--- config.mk ---
export PLATFORM = sky130hd
export DESIGN_NAME = pipelined_split_multiplier_flat
export DESIGN_NICKNAME = d
export VERILOG_FILES = /design/src/rtl/pipelined_split_multiplier_if.sv /design/src/rtl/pipelined_split_multiplier.sv /design/src/flat_wrapper.sv
export SDC_FILE = /design/constraint.sdc
export NUM_CORES = 1
export LEC_CHECK = 0
export ABC_AREA = 1
export BUFFER_PORTS_ARGS = -buffer_cell sky130_fd_sc_hd__buf_2
export CAP_MARGIN = 20
export CORE_ASPECT_RATIO = 0.8
export CORE_UTILIZATION = 60
export DETAILED_ROUTE_END_ITERATION = 8
export PLACE_DENSITY = 0.88
export SYNTH_ARGS = -nofsm -noshare
export SYNTH_HDL_FRONTEND = slang
export SYNTH_SLANG_ARGS = --single-unit
--- constraint.sdc ---
create_clock -name clk -period 6.8 [get_ports clk]
set_clock_uncertainty 0.05 [all_clocks]
set_input_delay 2.04 -clock clk [delete_from_list [all_inputs] [get_ports clk]]
set_output_delay 2.04 -clock clk [all_outputs]
set_load 0.02 [all_outputs]
--- src/rtl/pipelined_split_multiplier_if.sv ---
// Valid/ready operand and result stream for pipelined_split_multiplier.
// slave = multiplier side, master = producer/consumer side.
interface pipelined_split_multiplier_if #(
    parameter int WIDTH = 16,
    parameter int TAG_W = 4
);
    logic               in_valid;
    logic               in_ready;
    logic [WIDTH-1:0]   in_a;
    logic [WIDTH-1:0]   in_b;
    logic [TAG_W-1:0]   in_tag;
    logic               out_valid;
    logic               out_ready;
    logic [2*WIDTH-1:0] out_p;
    logic [TAG_W-1:0]   out_tag;

    modport slave (
        input  in_valid, in_a, in_b, in_tag, out_ready,
        output in_ready, out_valid, out_p, out_tag
    );

    modport master (
        output in_valid, in_a, in_b, in_tag, out_ready,
        input  in_ready, out_valid, out_p, out_tag
    );
endinterface

--- src/rtl/pipelined_split_multiplier.sv ---
// 3-stage unsigned multiplier built from a one-level high/low operand split.
// Define APPROX_MID_ADD_EN to make the low APPROX_BITS of the middle sum carry-free.
module pipelined_split_multiplier #(
    parameter int WIDTH       = 16,
    parameter int SPLIT       = 7,
    parameter int TAG_W       = 4,
    parameter int APPROX_BITS = 4
) (
    input  logic clk,
    input  logic rst,
    pipelined_split_multiplier_if.slave bus
);
    localparam int HW = WIDTH - SPLIT;
`ifdef APPROX_MID_ADD_EN
    localparam bit APPROX_MODE = 1'b1;
`else
    localparam bit APPROX_MODE = 1'b0;
`endif
    localparam int AB = APPROX_MODE ? APPROX_BITS : 0;

    logic [3:1]           vld_pipe_q;
    logic [2*HW-1:0]      hh_q, hh_d;
    logic [WIDTH-1:0]     hl_q, hl_d, lh_q, lh_d;
    logic [2*SPLIT-1:0]   ll_q, ll_d;
    logic [TAG_W-1:0]     tag1_q, tag2_q, tag3_q;
    logic [WIDTH:0]       mid_q, mid_d;
    logic [2*WIDTH-1:0]   cat_q, p_q, p_d, mid_ext;
    logic                 adv;

    logic [HW-1:0]    a_h, b_h;
    logic [SPLIT-1:0] a_l, b_l;

    assign adv = !vld_pipe_q[3] || bus.out_ready;

    assign a_h = bus.in_a[WIDTH-1:SPLIT];
    assign b_h = bus.in_b[WIDTH-1:SPLIT];
    assign a_l = bus.in_a[SPLIT-1:0];
    assign b_l = bus.in_b[SPLIT-1:0];

    assign hh_d = {{HW{1'b0}}, a_h} * {{HW{1'b0}}, b_h};
    assign hl_d = {{SPLIT{1'b0}}, a_h} * {{HW{1'b0}}, b_l};
    assign lh_d = {{HW{1'b0}}, a_l} * {{SPLIT{1'b0}}, b_h};
    assign ll_d = {{SPLIT{1'b0}}, a_l} * {{SPLIT{1'b0}}, b_l};

    // Middle adder: exact, fully carry-free, or split carry-free low / exact high.
    generate
        if (AB == 0) begin : g_mid_exact
            assign mid_d = {1'b0, hl_q} + {1'b0, lh_q};
        end else if (AB >= WIDTH) begin : g_mid_or
            assign mid_d = {1'b0, hl_q | lh_q};
        end else begin : g_mid_approx
            assign mid_d = {({1'b0, hl_q[WIDTH-1:AB]} + {1'b0, lh_q[WIDTH-1:AB]}),
                            (hl_q[AB-1:0] | lh_q[AB-1:0])};
        end
    endgenerate

    assign mid_ext = {{(WIDTH-1){1'b0}}, mid_q};
    assign p_d     = cat_q + (mid_ext << SPLIT);

    always_ff @(posedge clk) begin
        if (rst) begin
            vld_pipe_q <= '0;
            hh_q       <= '0;
            hl_q       <= '0;
            lh_q       <= '0;
            ll_q       <= '0;
            tag1_q     <= '0;
            mid_q      <= '0;
            cat_q      <= '0;
            tag2_q     <= '0;
            p_q        <= '0;
            tag3_q     <= '0;
        end else if (adv) begin
            vld_pipe_q <= {vld_pipe_q[2:1], bus.in_valid};
            hh_q       <= hh_d;
            hl_q       <= hl_d;
            lh_q       <= lh_d;
            ll_q       <= ll_d;
            tag1_q     <= bus.in_tag;
            mid_q      <= mid_d;
            cat_q      <= {hh_q, ll_q};
            tag2_q     <= tag1_q;
            p_q        <= p_d;
            tag3_q     <= tag2_q;
        end
    end

    assign bus.in_ready  = adv;
    assign bus.out_valid = vld_pipe_q[3];
    assign bus.out_p     = p_q;
    assign bus.out_tag   = tag3_q;
endmodule

--- src/flat_wrapper.sv ---
// flat-port wrapper written by rule: the top's interface ports become plain ports
module pipelined_split_multiplier_flat 
#(
    parameter int WIDTH       = 16,
    parameter int SPLIT       = 7,
    parameter int TAG_W       = 4,
    parameter int APPROX_BITS = 4
)
  (clk, rst, bus_in_valid, bus_in_a, bus_in_b, bus_in_tag, bus_out_ready, bus_in_ready, bus_out_valid, bus_out_p, bus_out_tag);
  pipelined_split_multiplier_if #(.WIDTH(WIDTH), .TAG_W(TAG_W)) bus_i ();
  input  logic clk;
  input  logic rst;
  input wire logic [$bits(bus_i.in_valid)-1:0] bus_in_valid;
  input wire logic [$bits(bus_i.in_a)-1:0] bus_in_a;
  input wire logic [$bits(bus_i.in_b)-1:0] bus_in_b;
  input wire logic [$bits(bus_i.in_tag)-1:0] bus_in_tag;
  input wire logic [$bits(bus_i.out_ready)-1:0] bus_out_ready;
  output wire logic [$bits(bus_i.in_ready)-1:0] bus_in_ready;
  output wire logic [$bits(bus_i.out_valid)-1:0] bus_out_valid;
  output wire logic [$bits(bus_i.out_p)-1:0] bus_out_p;
  output wire logic [$bits(bus_i.out_tag)-1:0] bus_out_tag;
  assign bus_i.in_valid = bus_in_valid;
  assign bus_i.in_a = bus_in_a;
  assign bus_i.in_b = bus_in_b;
  assign bus_i.in_tag = bus_in_tag;
  assign bus_i.out_ready = bus_out_ready;
  assign bus_in_ready = bus_i.in_ready;
  assign bus_out_valid = bus_i.out_valid;
  assign bus_out_p = bus_i.out_p;
  assign bus_out_tag = bus_i.out_tag;
  pipelined_split_multiplier #(.WIDTH(WIDTH), .SPLIT(SPLIT), .TAG_W(TAG_W), .APPROX_BITS(APPROX_BITS)) u_core (.clk(clk), .rst(rst), .bus(bus_i));
endmodule
==> impl_metrics.toml <==
[status]
status = "completed"

[finish]
num_antenna_cells = 0
drive_above_1_share_pct = 5.77
fin_nets = 2854
nFillCells = 2387
syn_to_final_growth_pct = 6.06

[die]
rows = 54
die_y_um = 152
dieArea_um2 = 29000
io_pins = 78
die_w_um = 190
initial_core_util_pct = 61.6
core_area_um2 = 27600

[timing]
hold_viol_final = 0
period_share_pct = 84.7
grt_setup_unrepaired = "no"
fin_setup_tns_ns = 0
tightest_slew_ns = 0.915
slew_headroom_pct = 39.0
timing.fmax_mhz = 174
period_needed_ns = 5.76
slew_violations = 0
hold-worst-slack_ns = 0.421
setup_viol = 0

[drt]
drt_first_iter_violations = 928
vias = 15200
drt_wl_total_um = 40100
avgViaCountPerCell = 5.28
drtPass1Iterations = 6
avgRoutedWirePerCell_um = 13.9
drtAntennaViolNets = 0
drc = 0

[cts]
cts_resized = 0
cts_max_path_buffers = 2
cts_buffers = 17
numClockSinks = 160
cts_setup_buffers = 0
hold_buffers = 0
cts_tree = "done"
clockRootBuffer = "clkbuf_16"
htreeDepth = 4
clock_latency_ns = 0.44
path_clk_slew_ns = 0.07

[synthesis]
synth_top_cell_by_area = "dfxtp_1"
yosys.area_share.xor_xnor_pct = 2.06
synth_fa_ha_area_share_pct = 29.6
synth-edff-count = 0
synth_top_cell_area_share_pct = 18.9
synthCells = 2514
muxShareOfSynthArea_pct = 0
synth_compound_area_share_pct = 10.4
synth-seq-cells = 160
synth_area_leaders = "dfxtp_1 (19%), fa_1 (17%), nand2_1 (13%)"
synth-main-ff-cell = "dfxtp_1"
syn_area_per_cell_um2 = 6.75
ys_warn_count = 0
synth_top_family_by_area = "adder cells"
synth-async-reset-ratio_pct = 0
synth-simple-area-share_pct = 23.2
syn_area_um2 = 17000
synth_cell_types = 39
ys_seq_area_share_pct = 18.9
syn_nets = 2869

[placed_design]
gp_congestion = 0.908
portBuffers = 77
dp_hpwl_um = 30300

[min_path]
hold-path-endpoint = "u_core.vld_pipe_q[2]$_SDFFE_PP0P_"
holdPathStages = 2
min-delay-start = "u_core.vld_pipe_q[2]$_SDFFE_PP0P_"
hold_path_class = "register to register"

[setup_path]
cp-end-kind = "register"
reg2reg_slack_ns = 4.22
cp_max_fo = 16
crit_slowest_cell = "fa_1"
cp.required_ns = 7.09
cp-startpoint = "bus_in_b[10]"
crit_path_start_kind = "input pin"
crit_type = "input pin to register"
cp.arrival_ns = 6.05
slowest_delay_ns = 0.54
path_cells = "buf_2 > nand2_1 > inv_1 > fa_1 > fa_1 > fa_1 > inv_1 > fa_1 > inv_1 > ha_1 > a21oi_2 > nor2_1 > nor2_1 > nor2_1 > nor2_1 > nand2_1 > nand2_1 > nand3_1 > nand2_1 > inv_1"
reg2regPathDepth = 7
r2r-end = "u_core.hh_q[7]$_SDFFE_PP0P_"
r2r_start = "u_core.vld_pipe_q[3]$_SDFFE_PP0P_"

[flow_run]
drv_cap = 0

[power]
ir_drop_uv = 207
power_density_nw_per_um2 = 295
power_leakage_nw = 11.5

[global_routing]
grt_pass1_vias = 15400
antenna_found_initial = 0
grt_max_degree = 109
gr-total-overflow = 0
grt_pass1_wl_um = 69700
grt_util_all_layers_pct = 29.1
## where the power goes
| group | switching [W] | total [W] | leakage (nW) | internal, W |
|---|---|---|---|---|
| Sequential | 0.000130 | 0.00130 | 1.32 | 0.00117 |
| Clock | 0.000471 | 0.000973 | 0.292 | 0.000502 |
| Combinational | 0.00192 | 0.00303 | 9.85 | 0.00111 |
| Total | 0.00252 | 0.00531 | 11.5 | 0.00278 |
## stage by stage
| stage | cell area, um2 | std cells | utilization [%] | setup slack [ns] | power (W) |
|---|---|---|---|---|---|
| 2_1_floorplan | 17000 | 2514 | - | 0.720 | 0.00359 |
| 6_report | 18000 | 2876 | 65.3 | 1.04 | 0.00531 |
| 5_1_grt | 18000 | 2876 | 65.3 | 0.780 | 0.00586 |
| 3_3_place_gp | 17400 | 2844 | 63.1 | 0.683 | 0.00424 |
| 3_5_place_dp | 17400 | 2844 | 63.1 | 0.593 | 0.00431 |
| 4_1_cts | 18000 | 2876 | 65.3 | 1.04 | 0.00531 |
## layout make-up
type	instances	area (um2)	area share [%]
sequential	160	3200	17.8
tap	364	455	2.53
clock inverter	15	189	1.05
multi-input combinational	1640	11100	61.5
timing repair buffer	81	415	2.31
inverter	599	2250	12.5
clock buffer	17	425	2.36
## cell usage after synthesis (4+ instances only)
master    count
buf_2        15
clkbuf_1     97
nor3_1        8
o211ai_1      7
or2_2         4
nand4_1      10
nand2_2       8
nand3_2       5
xor2_1       31
a31oi_1       4
a21oi_1      85
nor2_1      202
nand3_1     110
nor2_2        5
o21ai_0     169
o21bai_1     39
dfxtp_1     160
fa_1        144
a21o_1        6
ha_1        171
nand2_1     601
xnor2_1       9
inv_1       598
o21a_1        4
## worst max-delay path: cells and delay by family
family	cells	cell delay [ns]
buffers and inverters	5	0.55
adders and majority gates	5	2.38
and+or+nand+nor	9	0.81
AOI/OAI and AO/OA	1	0.25
## per-layer routing
layer  global-route usage [%]  vias up  share of wire [%]
met1                     35.8     7095                 42
met3                     5.04      104                6.6
met4                     10.5        0                2.8
met2                     50.9      466                 48
met5                        0        -                  0
li1                         -     7510                  -
## layout by cell type, fill, tap and decap left out, types with 9 or more instances in the layout
cell       count
nor2_1       202
xnor2_1        9
a21oi_1       85
dfxtp_1      160
nand3_1      110
o21bai_1      39
inv_1        597
xor2_1        31
ha_1         171
buf_2         77
fa_1         144
clkbuf_16     17
o21ai_0      169
nand2_1      601
nand4_1       10
## worst max path at each step
stage,cells after the start,to
after global routing,19,u_core.hl_q[13]$_SDFFE_PP0P_
after global placement,20,u_core.lh_q[15]$_SDFFE_PP0P_
after detailed placement,20,u_core.lh_q[15]$_SDFFE_PP0P_
after CTS,20,u_core.lh_q[15]$_SDFFE_PP0P_
after floorplan,20,u_core.hl_q[13]$_SDFFE_PP0P_
final,20,u_core.lh_q[15]$_SDFFE_PP0P_
## cell families (layout without fill, tap and decap cells)
group | count (synthesis) | after routing
AO/OA/AOI/OAI | 320 | 320
adder cells (fa/ha/maj) | 315 | 315
flip-flops | 160 | 160
XOR/XNOR | 40 | 40
AND/OR/NAND/NOR | 965 | 965
buffers and inverters | 714 | 712
## state kept, by name, summed over array words and instances (netlist names), 4 cells and up
register and count:
u_core.hl_q 16, u_core.lh_q 16, u_core.tag2_q 4, u_core.tag1_q 4, u_core.ll_q 14, u_core.bus.out_tag 4, u_core.hh_q 18, u_core.cat_q 32
u_core.mid_q 17, u_core.bus.out_p 32
No activity file was read; power rests on OpenSTA's default activity.
